<file path="src/rtl/precount_pkg.sv">
// Shared types and defaults for the preload-counter job arbiter.
package precount_pkg;

    // Arbiter FSM states.
    typedef enum logic [2:0] {
        StIdle = 3'd0,
        StLoad = 3'd1,
        StRun  = 3'd2,
        StRead = 3'd3,
        StDone = 3'd4
    } state_e;

    // Default RUN-cycle budget before a job is aborted by the watchdog.
    localparam logic [8:0] WdLimitDefault = 9'd300;

endpackage

</file>
<file path="src/rtl/rr_arb2.sv">
// Two-way round-robin grant: ptr names the requester preferred on a tie.
module rr_arb2 (
    input  logic req0,
    input  logic req1,
    input  logic ptr,
    output logic gnt0,
    output logic gnt1
);

    // Single requester always wins; on a tie ptr picks (0 -> req0, 1 -> req1).
    always_comb begin
        gnt0 = req0 & (~req1 | ~ptr);
        gnt1 = req1 & (~req0 | ptr);
    end

endmodule

</file>
<file path="src/rtl/precount_arb.sv">
// Arbitrates two requesters onto one external preload counter. A granted job
// loads the counter, runs it until carry (or watchdog), reads it back and
// acknowledges the owner with the captured value and an abort flag.
module precount_arb
    import precount_pkg::*;
#(
    parameter logic [8:0] WD_LIMIT = WdLimitDefault
) (
    input  logic       clk,
    input  logic       rst,
    input  logic       req0,
    input  logic       req1,
    input  logic [7:0] din0,
    input  logic [7:0] din1,
    input  logic       up0,
    input  logic       up1,
    output logic       ack0,
    output logic       ack1,
    output logic       err,
    output logic [7:0] result,
    output logic       busy,
    output logic [7:0] cnt_din,
    output logic       cnt_up,
    output logic       cnt_load,
    output logic       cnt_en,
    output logic       cnt_rdb,
    input  logic       cnt_carry,
    input  logic [7:0] cnt_dout
);

    state_e     state;
    logic       ptr;       // requester preferred on the next tie
    logic       owner;     // requester owning the current job (1 = req1)
    logic       err_pend;  // abort flag carried from RUN exit to DONE
    logic [8:0] run_cnt;
    logic [8:0] run_cnt_inc;
    logic       gnt0;
    logic       gnt1;

    rr_arb2 u_rr_arb2 (
        .req0 (req0),
        .req1 (req1),
        .ptr  (ptr),
        .gnt0 (gnt0),
        .gnt1 (gnt1)
    );

    // Next value of the RUN-cycle counter, used for the watchdog compare.
    always_comb begin
        run_cnt_inc = run_cnt + 9'd1;
    end

    // Job FSM; every output is registered and changes on the state transition.
    always_ff @(posedge clk) begin
        if (rst) begin
            state    <= StIdle;
            ptr      <= 1'b0;
            owner    <= 1'b0;
            err_pend <= 1'b0;
            run_cnt  <= 9'd0;
            ack0     <= 1'b0;
            ack1     <= 1'b0;
            err      <= 1'b0;
            result   <= 8'h00;
            busy     <= 1'b0;
            cnt_din  <= 8'h00;
            cnt_up   <= 1'b0;
            cnt_load <= 1'b0;
            cnt_en   <= 1'b0;
            cnt_rdb  <= 1'b0;
        end else begin
            ack0 <= 1'b0;
            ack1 <= 1'b0;
            unique case (state)
                StIdle: begin
                    if (gnt0 || gnt1) begin
                        owner    <= gnt1;
                        cnt_din  <= gnt1 ? din1 : din0;
                        cnt_up   <= gnt1 ? up1 : up0;
                        cnt_load <= 1'b1;
                        busy     <= 1'b1;
                        state    <= StLoad;
                    end
                end
                StLoad: begin
                    cnt_load <= 1'b0;
                    cnt_en   <= 1'b1;
                    run_cnt  <= 9'd0;
                    state    <= StRun;
                end
                StRun: begin
                    run_cnt <= run_cnt_inc;
                    // Carry beats the watchdog when both land in the same cycle.
                    if (cnt_carry) begin
                        err_pend <= 1'b0;
                        cnt_en   <= 1'b0;
                        cnt_rdb  <= 1'b1;
                        state    <= StRead;
                    end else if (run_cnt_inc == WD_LIMIT) begin
                        err_pend <= 1'b1;
                        cnt_en   <= 1'b0;
                        cnt_rdb  <= 1'b1;
                        state    <= StRead;
                    end
                end
                StRead: begin
                    cnt_rdb <= 1'b0;
                    result  <= cnt_dout;
                    err     <= err_pend;
                    ack0    <= ~owner;
                    ack1    <= owner;
                    state   <= StDone;
                end
                StDone: begin
                    ptr   <= ~owner;
                    busy  <= 1'b0;
                    state <= StIdle;
                end
                default: begin
                    state <= StIdle;
                end
            endcase
        end
    end

endmodule
</file>
<file path="config.mk">
export PLATFORM = sky130hd
export DESIGN_NAME = precount_arb
export DESIGN_NICKNAME = d
export VERILOG_FILES = /design/src/rtl/precount_pkg.sv /design/src/rtl/rr_arb2.sv /design/src/rtl/precount_arb.sv
export SDC_FILE = /design/constraint.sdc
export NUM_CORES = 1
export LEC_CHECK = 0
export BUFFER_PORTS_ARGS = -buffer_cell sky130_fd_sc_hd__buf_2
export CORE_AREA = 3 3 68 70
export DETAILED_ROUTE_END_ITERATION = 10
export DIE_AREA = 0 0 71 73
export GPL_TIMING_DRIVEN = 1
export PLACE_DENSITY = 0.7
export SYNTH_ARGS = -nofsm -noshare
export SYNTH_HDL_FRONTEND = slang
export SYNTH_HIERARCHICAL = 1
export SYNTH_SLANG_ARGS = --single-unit
</file>
<file path="constraint.sdc">
create_clock -name clk -period 2.1 [get_ports clk]
set_clock_uncertainty 0.2 [all_clocks]
set_input_delay 0 -clock clk [delete_from_list [all_inputs] [get_ports clk]]
set_output_delay 0 -clock clk [all_outputs]
set_load 0.02 [all_outputs]
</file>
==> impl_metrics.ini <==
[sta]
hold_viol_final = 0
slew_headroom = 0.699
finalSetupTns_ns = 0
drv_slew = 0
max_freq_ghz = 0.511
fin_crit_ns = 1.96
worst_pin_slew_ns = 0.447
finalCritPeriodShare = 0.931
finalSetupViolations = 0
finalWorstSetupSlack_ns = 0.145
rsz0062_at_grt = false

[synth]
syn_inst = 226
yosys.area.top_type = dfxtp_1
syn_nets = 259
synth_most_common_cell = dfxtp_1
synth_top_cell_area_share = 0.413
ys_warn_count = 6
ys_types = 47
yosysSeqAreaShare = 0.413
ys.flop_type = dfxtp_1
async_flop_share = 0
ys_seq_elements = 39
synth_edf_count = 0
synth.avg_cell_area_um2 = 8.37
synth_area_leaders = dfxtp_1 41%, nand2_1 6.0%, a21oi_1 5.6%
synth_top_cells_by_count = 39 x dfxtp_1, 30 x nand2_1, 22 x nor2_1
synth_area_um2 = 1890

[critical_path]
reg2reg_slack_ns = 0.14
cp.required_ns = 2.07
worstPathArrival_ns = 1.93
r2r-end = cnt_up
worstSetupStartpointType = register
critPathMaxStageDelay_ns = 0.58
worst_path_max_delay_cell = dlygate4sd3_1
crit_buf_inv = 3
reg2regPathDepth = 6
path_depth = 6
r2r_start = ptr
crit_path_end = cnt_up
end_kind = register
setup.worst_path.start = ptr
cp_cell_sequence = inv_1 -> a21boi_2 -> buf_6 -> mux2i_1 -> dlygate4sd3_1 -> a211oi_1
critPathKind = register to register
cp_max_fo = 10
cp_top_family = buffers and inverters

[routing]
routed_wl_um = 5220
antenna_left = 0
drtIter0Drc = 208
drc_errors = 0
route.vias.total = 1948
wl_per_cell_um = 14.5
viasPerCell = 5.43
firstDrtPassIters = 4

[clocking]
cts_buffers = 5
clk_latency_ns = 0.29
h-tree-depth = 2
cts_buffer_depth = 2
cts.sinks = 39
cts_tree = yes
cts_root_buf = clkbuf_8
postCtsSetupBuffers = 0
clk_pin_slew_ns = 0.08

[placement]
place_ws_ns = 0.268
gp_congestion = 0.956
dpl.cell_count = 321
place_hpwl_um = 3230
portBuffers = 54

[global_routing]
grt_overflow = 0
grt_pass1_vias = 1883
grt_max_degree = 27
grt_first_pass_wirelength_um = 8870
antenna_found_initial = 0
track_usage = 0.215

[final_layout]
instances_no_fill = 359
fin_nets = 341
num_antenna_cells = 0
drive_gt1_frac = 0.262
layout-area-overhead-vs-synth_pct = 38.5

[die]
start_util = 0.469
core_area_um2 = 4030
die_x_um = 71
die_y_um = 73
rows = 23
dieArea_um2 = 5180
ios = 55

[power]
p_leak_nw = 1.11
total_power_mw = 2.07
p_per_area_nw_per_um2 = 791
vdd_drop_max_v = 0.000470

[job]
max-cap-violations = 0

[worst_hold_path]
hold_path_class = input port to register

[outcome]
status = complete, no violations
[power breakdown]
| part | internal (mW) | leakage (nW) | switching [mW] |
|---|---|---|---|
| Combinational | 0.236 | 0.727 | 0.324 |
| Sequential | 0.808 | 0.318 | 0.0522 |
| Clock | 0.384 | 0.0612 | 0.268 |
[kinds of logic after synthesis]
| kind of cell | share of synthesized area |
|---|---|
| compound gates | 0.236 |
| buf+inv | 0.0675 |
| xor+xnor | 0.0185 |
| flops | 0.413 |
| mux | 0.0529 |
| simple gates | 0.199 |
| fa+ha+maj | 0.0132 |
[through the flow]
| step | cell area [um^2] | hold slack, ns | utilization |
|---|---|---|---|
| after floorplan | 1890 | -0.112 | - |
| after global placement | 2190 | 0.0409 | 0.544 |
| after detailed placement | 2190 | 0.0575 | 0.544 |
| after CTS | 2610 | 0.141 | 0.648 |
| after global routing | 2620 | 0.154 | 0.650 |
| final | 2620 | 0.102 | 0.650 |
[sequential cells by signal, indices dropped and copies added (netlist names), 3 cells and up]
signal	count
state	3
result	8
run_cnt	9
cnt_din	8
[layout make-up]
type / count / area [um^2]
clock buffer: 6 / 82.6
clock inverter: 2 / 35.0
fill: 339 / 1410
inverter: 6 / 22.5
multi-input combinational: 162 / 986
sequential: 39 / 781
tap: 50 / 62.6
timing repair buffer: 94 / 649
[how the worst min path moves through the flow]
| stage | startpoint | end | slack (ns) | depth (start not counted) |
|---|---|---|---|---|
| 2_1_floorplan | cnt_carry | err_pend | -0.11 | 1 |
| 3_3_place_gp | cnt_carry | err_pend | 0.04 | 2 |
| 3_5_place_dp | cnt_carry | err_pend | 0.06 | 2 |
| 4_1_cts | req0 | owner | 0.14 | 5 |
| 5_1_grt | req0 | owner | 0.15 | 5 |
| 6_report | req0 | owner | 0.10 | 5 |
[metal layers]
metal  GRT usage  wire [um]
met5           0          0
met4      0.0772        102
met3      0.0427        237
met2       0.365       2560
met1       0.272       2320
[tightest hold or removal path: stages]
cell and delay [ns]:
buf_2 0.10, a21boi_2 0.06, buf_6 0.15, a22oi_1 0.17, nor2_1 0.06
[what timing repair did]
item                       4_1_cts  5_1_grt
setup endpoints to repair        0        7
resized for setup                0        2
hold buffers                    30        0
hold endpoints to repair        31        0
[cell usage in the layout (no fill, tap or decap), types with 2 or more instances in the layout]
cell / Yosys / routed
dlygate4sd3_1: 0 / 30
a211oi_1: 11 / 11
inv_1: 6 / 6
buf_2: 8 / 54
o211ai_1: 2 / 2
nor2_1: 22 / 22
buf_4: 2 / 9
ha_1: 2 / 2
xnor2_1: 3 / 3
o31ai_1: 2 / 2
clkbuf_8: 0 / 6
nor2b_1: 3 / 3
a22oi_1: 2 / 2
o21a_1: 2 / 2
mux2i_1: 10 / 10
nand3_1: 10 / 10
nand4_1: 2 / 2
o31a_1: 2 / 2
o21ai_0: 9 / 9
nor3_1: 4 / 4
dfxtp_1: 39 / 39
nand2_1: 30 / 30
a21oi_1: 21 / 21
o41ai_2: 2 / 2
Power figures use the tool's default switching activity.
